`config.mk`:
```
export PLATFORM = sky130hd
export DESIGN_NAME = apb_sl_cmd_bridge
export DESIGN_NICKNAME = d
export VERILOG_FILES = /design/src/rtl/apb_sl_cmd_bridge.sv
export SDC_FILE = /design/constraint.sdc
export NUM_CORES = 1
export LEC_CHECK = 0
export BUFFER_PORTS_ARGS = -buffer_cell sky130_fd_sc_hd__buf_2
export CORE_UTILIZATION = 47
export CTS_BUF_LIST = sky130_fd_sc_hd__clkbuf_4 sky130_fd_sc_hd__clkbuf_8
export CTS_CLUSTER_SIZE = 12
export DETAILED_ROUTE_END_ITERATION = 6
export PLACE_DENSITY = 0.88
export SETUP_SLACK_MARGIN = 0.4
export SYNTH_ARGS = -nofsm -noshare
export SYNTH_HDL_FRONTEND = slang
export SYNTH_SLANG_ARGS = --single-unit
```
`constraint.sdc`:
```
create_clock -name clk -period 3.8 [get_ports clk]
set_clock_uncertainty 0.1 [all_clocks]
set_input_delay 0.76 -clock clk [delete_from_list [all_inputs] [get_ports clk]]
set_output_delay 0.76 -clock clk [all_outputs]
set_load 0.01 [all_outputs]
```
`src/rtl/apb_sl_cmd_bridge.sv`:
```
// APB slave bridge: host writes become 34-bit command words, host reads pop response words.
// Optional interrupt output is enabled with `define SL_BRIDGE_IRQ_EN.
module apb_sl_cmd_bridge #(
   parameter int unsigned TIMEOUT = 255,
   parameter int unsigned CNT_W   = 8
) (
   input  logic        clk,
   input  logic        rst_n,
   input  logic        psel,
   input  logic        penable,
   input  logic        pwrite,
   input  logic [4:0]  paddr,
   input  logic [31:0] pwdata,
   output logic [31:0] prdata,
   output logic        pready,
   output logic        pslverr,
   input  logic        cmd_fifo_full,
   output logic [33:0] cmd_fifo_data,
   output logic        cmd_fifo_inc,
   input  logic        rsp_fifo_empty,
   input  logic [33:0] rsp_fifo_data,
   output logic        rsp_fifo_inc
`ifdef SL_BRIDGE_IRQ_EN
  ,output logic        irq
`endif
);

   typedef enum logic [1:0] {
      S_IDLE,
      S_WAIT,
      S_DONE
   } state_t;

   localparam logic [2:0] A_RSP  = 3'd4;
   localparam logic [2:0] A_MOD  = 3'd5;
   localparam logic [2:0] A_STAT = 3'd6;
   localparam logic [2:0] A_BAD  = 3'd7;

   localparam logic [CNT_W-1:0] TMO = CNT_W'(TIMEOUT);

   state_t           state, nxt_state;
   logic [CNT_W-1:0] cnt, nxt_cnt;
   logic [1:0]       last_mod, nxt_last_mod;
   logic             err_sticky, nxt_err;
   logic             irq_en;
   logic [31:0]      nxt_prdata;
   logic             nxt_pready, nxt_pslverr;
   logic [33:0]      nxt_cmd_data;
   logic             nxt_cmd_inc, nxt_rsp_inc;

   logic [2:0]  sel;
   logic        is_push, is_pop, is_bad, is_stw, is_rd;
   logic        go;
   logic [31:0] rd_mux;
   logic        unused;

   assign unused = ^paddr[1:0];
   assign sel    = paddr[4:2];

   // Decode classes are mutually exclusive; writes to 0x10/0x14 fall through.
   assign is_push = pwrite & ~paddr[4];
   assign is_pop  = ~pwrite & (sel == A_RSP);
   assign is_bad  = (sel == A_BAD);
   assign is_stw  = pwrite & (sel == A_STAT);
   assign is_rd   = ~pwrite & ~is_pop & ~is_bad;

   assign go = (is_push & ~cmd_fifo_full)
             | (is_pop & ~rsp_fifo_empty)
             | (~is_push & ~is_pop);

   always_comb begin
      rd_mux = 32'd0;
      unique case (1'b1)
         (sel == A_MOD):  rd_mux = {30'd0, last_mod};
         (sel == A_STAT): rd_mux = {28'd0, irq_en, err_sticky,
                                    rsp_fifo_empty, cmd_fifo_full};
         default:         rd_mux = 32'd0;
      endcase
   end

`ifdef SL_BRIDGE_IRQ_EN
   logic nxt_irq_en;

   always_ff @(posedge clk or negedge rst_n) begin
      if (!rst_n) begin
         irq_en <= 1'b0;
         irq    <= 1'b0;
      end else begin
         irq_en <= nxt_irq_en;
         irq    <= irq_en & (~rsp_fifo_empty | err_sticky);
      end
   end

   always_comb begin
      nxt_irq_en = irq_en;
      if (state == S_WAIT && psel && go && is_stw)
         nxt_irq_en = pwdata[3];
   end
`else
   assign irq_en = 1'b0;
`endif

   always_ff @(posedge clk or negedge rst_n) begin
      if (!rst_n) begin
         state         <= S_IDLE;
         cnt           <= '0;
         last_mod      <= 2'd0;
         err_sticky    <= 1'b0;
         prdata        <= 32'd0;
         pready        <= 1'b0;
         pslverr       <= 1'b0;
         cmd_fifo_data <= 34'd0;
         cmd_fifo_inc  <= 1'b0;
         rsp_fifo_inc  <= 1'b0;
      end else begin
         state         <= nxt_state;
         cnt           <= nxt_cnt;
         last_mod      <= nxt_last_mod;
         err_sticky    <= nxt_err;
         prdata        <= nxt_prdata;
         pready        <= nxt_pready;
         pslverr       <= nxt_pslverr;
         cmd_fifo_data <= nxt_cmd_data;
         cmd_fifo_inc  <= nxt_cmd_inc;
         rsp_fifo_inc  <= nxt_rsp_inc;
      end
   end

   always_comb begin
      nxt_state    = state;
      nxt_cnt      = cnt;
      nxt_last_mod = last_mod;
      nxt_err      = err_sticky;
      nxt_prdata   = prdata;
      nxt_pready   = 1'b0;
      nxt_pslverr  = 1'b0;
      nxt_cmd_data = cmd_fifo_data;
      nxt_cmd_inc  = 1'b0;
      nxt_rsp_inc  = 1'b0;
      unique case (state)
         S_IDLE: begin
            if (psel && !penable) begin
               nxt_state = S_WAIT;
               nxt_cnt   = '0;
            end
         end
         S_WAIT: begin
            if (!psel) begin
               nxt_state = S_IDLE;
            end else if (go) begin
               nxt_state  = S_DONE;
               nxt_pready = 1'b1;
               unique case (1'b1)
                  is_push: begin
                     nxt_cmd_inc  = 1'b1;
                     nxt_cmd_data = {paddr[3:2], pwdata};
                  end
                  is_pop: begin
                     nxt_rsp_inc  = 1'b1;
                     nxt_prdata   = rsp_fifo_data[31:0];
                     nxt_last_mod = rsp_fifo_data[33:32];
                  end
                  is_bad: begin
                     nxt_pslverr = 1'b1;
                     nxt_prdata  = 32'd0;
                  end
                  is_stw: begin
                     if (pwdata[2])
                        nxt_err = 1'b0;
                  end
                  is_rd: begin
                     nxt_prdata = rd_mux;
                  end
                  default: ;
               endcase
            end else if (cnt == TMO) begin
               // Stalled too long on FIFO full/empty: fail the access.
               nxt_state   = S_DONE;
               nxt_pready  = 1'b1;
               nxt_pslverr = 1'b1;
               nxt_prdata  = 32'd0;
               nxt_err     = 1'b1;
            end else begin
               nxt_cnt = cnt + 1'b1;
            end
         end
         S_DONE: begin
            nxt_state = S_IDLE;
         end
         default: begin
            nxt_state = S_IDLE;
         end
      endcase
   end

endmodule
```
# [After elaboration in Yosys (flattened, before gate mapping)]
# Index checks and enable logic that the tools add are counted.
# Widths: inputs -> output; s select.
[totals] reg_bits=83 latch_bits=0 ramBits=0 mem_bits_ro=0 input_bits=78 output_inout_bits=70 word_cells=87 mem_count=0
[op_classes] add_sub_neg=1 n_mul=0 div=0 n_lt_le_gt_ge=0 eq_ne=14 shift=0 mux=34 n_bitwise=17 n_reduce_logical=11
[op_table] cell="$pmux 32 s3" count=1
[op_table] cell="$mux 32" count=2
[op_table] cell="$mux 8" count=4
[op_table] cell="$mux 1" count=20
[op_table] cell="$pmux 8 s2" count=1
[op_table] cell="$eq 3x3->1 const B" count=4
[op_table] cell="$ne 2x2->1 const B" count=6
[op_table] cell="$reduce_and 4->1" count=3
[op_table] cell="$reduce_and 5->1" count=2
[op_table] cell="$add 8x1->8 const B" count=1
[op_table] cell="$and 1x1->1" count=8
[op_table] cell="$eq 8x8->1 const B" count=1
[op_table] cell="$mux 2" count=4
[op_table] cell="$ne 4x4->1 const B" count=2
[op_table] cell="$not 1->1" count=7
[op_table] cell="$pmux 3 s2" count=1
[op_table] cell="$pmux 2 s2" count=1
[op_table] cell="$reduce_bool 2->1" count=2
[op_table] cell="$eq 2x1->1 const B" count=1
[op_table] cell="$logic_not 2->1" count=1
[op_table] cell="$or 1x1->1" count=2
[op_table] cell="$reduce_and 2->1" count=1
[op_table] cell="$logic_and 1x1->1" count=1
[op_table] cell="$logic_not 1->1" count=1

# [Logic depth before layout (Yosys ltp)]
[depth] depth_word=8 depth_mapped=6 ltp_nobuf=5

# [Least setup slack after synthesis]
# Ideal clock, no wire load.
[synth_timing] kind="input-to-reg" start="input paddr[2]" end="register cnt[3]" setup_ns=0.126 t_arrival_ns=1.928 t_required_ns=3.574 slack_ns=1.646 cell_stages=6 path_buffers=2 path_cell_list="buf_4 > nor4b_4 > a2bb2oi_1 > o32a_1 > buf_4 > a221o_1"
[synth_via] elab_chain_cells=7 elab_cells_between_ends=9 cone_classes="2 x eq/ne; 6 x bitwise; 1 x reduce/logical"
[synth_lines] item="start: declaration" line="12" rtl="input logic [4:0] paddr,"
[synth_lines] item="$eq 3x3->1 *" line="62" rtl="assign is_pop = ~pwrite & (sel == A_RSP);"
[synth_lines] item="$and 1x1->1 *" line="62"
[synth_lines] item="$and 1x1->1 / $not 1->1 (equally long branches)" line="68, 69"
[synth_lines] item="$or 1x1->1 / $and 1x1->1 (equally long branches)" line="68, 69"
[synth_lines] item="$or 1x1->1 *" line="69" rtl="| (~is_push & ~is_pop);"
[synth_lines] item="$ne 2x2->1 (no line) *"
[synth_lines] item="$reduce_and 5->1 (no line) *"
[synth_lines] item="end signal: assignment" line="117" rtl="cnt <= nxt_cnt;"
[synth_lines] item="end: declaration" line="42" rtl="logic [CNT_W-1:0] cnt, nxt_cnt;"
# Every way passes the cells marked *; elsewhere a longest branch is shown, timed or not.
# A chain may end at the register's enable or synchronous reset.

# [Worst setup path after layout]
[layout_timing] start="register cnt[0]" end="register cnt[5]"
[layout_via] elab_chain_cells=5 elab_cells_between_ends=8 cone_classes="1 x add/sub; 2 x eq/ne; 4 x mux; 1 x reduce/logical"
[layout_lines] item="$add 8x1->8" line="184" rtl="nxt_cnt = cnt + 1'b1;"
[layout_lines] item="$mux 8" line="176" rtl="end else if (cnt == TMO) begin"
[layout_lines] item="$mux 8" line="150" rtl="end else if (go) begin"
[layout_lines] item="$mux 8" line="148" rtl="if (!psel) begin"
[layout_lines] item="$pmux 8 s2" line="140" rtl="unique case (state)"
# Parallel ways exist; a longest one is shown, timed or not. The select of a mux whose other input is x is not followed.

==> flow_metrics.py <==
metrics = {
    "run_status": {
        "status": "completed",
    },
    "clock_tree": {
        "cts_resized": 0,
        "htree_levels": 3,
        "clkLatencyLatePin_ns": 0.34,
        "cts.sinks": 83,
        "hold_buffers": 0,
        "cts_tree": "yes",
        "clockRootBuffer": "clkbuf_8",
        "cts_made_buffers": 9,
        "clkTransAtPathRegs_ns": 0.08,
        "cts_setup_buffers": 0,
        "clockBufferDepth": 2,
    },
    "die": {
        "coreArea_um2": 6830,
        "dieArea_um2": 7420,
        "start_util_pct": 48.7,
        "fp.dieH_um": 86.1,
        "fp.dieW_um": 86.1,
        "io_pins": 148,
        "rows": 30,
    },
    "sta": {
        "fin_crit_ns": 2.16,
        "relSlewSlack_pct": 32.5,
        "final-hold-violation-count": 0,
        "drv_slew": 0,
        "fmax_mhz": 462,
        "period_share_pct": 56.9,
        "setup_viol": 0,
        "setup-tns-final_ns": 0,
        "final.setup.worst_slack_ns": 1.64,
        "rsz0062_at_grt": "false",
        "worstMarginPinSlew_ns": 1.01,
    },
    "placed_design": {
        "dpl.hpwl_um": 5320,
        "place.gp.congestion": 0.750,
        "numPortBuffers": 145,
        "dp.cells": 468,
        "pre_cts_slack_ns": 1.31,
    },
    "detailed_routing": {
        "via_per_inst": 5.37,
        "drt_wl_total_um": 7480,
        "first_pass_iters": 4,
        "drcViolationCount": 0,
        "vias": 2589,
        "drtIter0Drc": 104,
        "post_drt_wl_per_cell_um": 15.5,
        "ant_nets": 0,
    },
    "synth": {
        "synthFlopType": "dfrtp_1",
        "synthCells": 237,
        "syn_nets": 316,
        "yosysWarnings": 0,
        "synthesis.area_um2": 3330,
        "ys_ff_latch": 83,
        "yosysTopAreaCell": "dfrtp_1",
        "ys_types": 38,
        "syn_area_per_cell_um2": 14.0,
        "synth_edf_count": 0,
        "ys_seq_area_share_pct": 62.5,
        "synthDominantCellAreaShare_pct": 62.5,
        "synth_area_leaders": "dfrtp_1 62%, mux2_2 13%, a22o_1 8.4%",
        "async_reset_ff_share_pct": 100,
    },
    "setup_path": {
        "cp_num_buf_inv": 0,
        "end_kind": "register",
        "crit_required_ns": 3.98,
        "cp_top_family": "compound AO/OA/AOI/OAI gates",
        "slowest_delay_ns": 0.57,
        "reg2reg_setup_slack_ns": 1.64,
        "crit_slowest_cell": "o21ai_0",
        "crit_fanout": 9,
        "critPathKind": "register to register",
        "start_kind": "register",
        "arrival_ns": 2.35,
        "crit_chain": "ha_1 -> nand3_1 -> o21ai_0 -> o32a_1 -> a221o_1",
    },
    "global_route": {
        "antenna_found_initial": 0,
        "track_usage_pct": 20.3,
        "grt_overflow": 0,
        "grt_pass1_vias": 2460,
        "grt_max_degree": 84,
        "grt_pass1_wl_um": 11600,
    },
    "worst_hold_path": {
        "min_path_type": "register to register",
    },
    "layout": {
        "final_cell_mix": "144 x buf_2, 83 x dfrtp_1, 37 x mux2_2, 32 x a22o_1, 9 x clkbuf_8",
        "final_cells": 482,
        "drive_above_1_share_pct": 53.6,
        "layout_commonest_cell": "buf_2",
        "antenna_cells": 0,
        "nFillCells": 552,
        "fin_nets": 462,
        "areaGrowthSynthToFinish_pct": 31.3,
    },
    "power": {
        "pwr-share-clk_pct": 35.2,
        "combPwrFrac_pct": 15.4,
        "peakVddDrop_v": 0.000252,
        "power_switching_w": 0.000499,
        "intPower_w": 0.00157,
        "p_leak_nw": 2.40,
        "total_power_w": 0.00206,
        "sequentialPowerShare_pct": 49.4,
        "p_per_area_nw_per_um2": 473,
        "swShare_pct": 24.2,
    },
    "flow_run": {
        "drv_cap": 0,
    },
}
metal layers:
layer	vias to the layer above	GRT usage [%]	part of all wire [%]
met3	16	4.52	6.4
met1	1280	25.2	42
met5	-	0	0
li1	1181	-	-
met2	112	33.5	50
met4	0	10.3	2.0
power groups by stage:
stage | sequential [W] | combinational (W) | clock [W]
after floorplan | 0.00108 | 0.000108 | 0
after global placement | 0.00103 | 0.000309 | 0
after detailed placement | 0.00104 | 0.000322 | 0
after CTS | 0.00102 | 0.000322 | 0.000742
after global routing | 0.00103 | 0.000346 | 0.000779
final | 0.00102 | 0.000318 | 0.000727
path summary, 6_finish.rpt:
kind,from,to,cells past startpoint
hold / removal,prdata[2],prdata[2],1
hold reg to reg,prdata[2],prdata[2],1
min in group asynchronous,rst_n,cmd_fifo_data[18],1
setup / recovery,cnt[0],cnt[5],5
setup reg to reg,cnt[0],cnt[5],5
max in group asynchronous,rst_n,prdata[3],1
kinds of logic (layout without fill, tap and decap cells):
kind of cell | count (synthesis) | in the layout | synth area share (%)
simple gates | 41 | 41 | 7.83
buf+inv | 19 | 168 | 2.78
compound gates | 54 | 54 | 13.4
flops | 83 | 83 | 62.5
mux | 39 | 39 | 13.1
fa+ha+maj | 1 | 1 | 0.376
cell usage after synthesis (2+ instances only):
cell       n
buf_2     11
nor4b_1    2
nand2b_1   3
nor2b_1    3
nor2_2     2
mux2i_1    2
a21oi_1    2
o21ai_0    5
nor2_1     2
inv_1      5
buf_4      2
nor3_1     4
a22o_1    32
dfrtp_1   83
a221o_1    6
nand2_1    5
nand3b_1   2
and2_1     3
nand3_1    6
nor4_1     3
mux2_2    37
sequential cells by signal (all words and copies together) (netlist names):
register,count
cmd_fifo_data,34
pready,1
cnt,8
last_mod,2
rsp_fifo_inc,1
cmd_fifo_inc,1
state,2
pslverr,1
prdata,32
err_sticky,1
stage by stage:
| step | util [%] | hold WS (ns) | instance area (µm²) |
|---|---|---|---|
| 2_1_floorplan | - | 0.364 | 3330 |
| 3_3_place_gp | 60.6 | 0.366 | 4140 |
| 6_report | 63.9 | 0.394 | 4370 |
| 3_5_place_dp | 60.6 | 0.375 | 4140 |
| 4_1_cts | 63.9 | 0.393 | 4370 |
| 5_1_grt | 63.9 | 0.411 | 4370 |
cell type report:
cell class                      count  area, µm²  area share, %
Clock buffer                        9        124           2.84
Clock inverter                      5        104           2.38
Inverter                            5       18.8          0.430
Multi-Input combinational cell    135       1170           26.7
Sequential cell                    83       2080           47.6
Tap cell                           96        120           2.75
Timing Repair Buffer              149        758           17.4
Note: power is estimated with default switching activity, not from simulation.
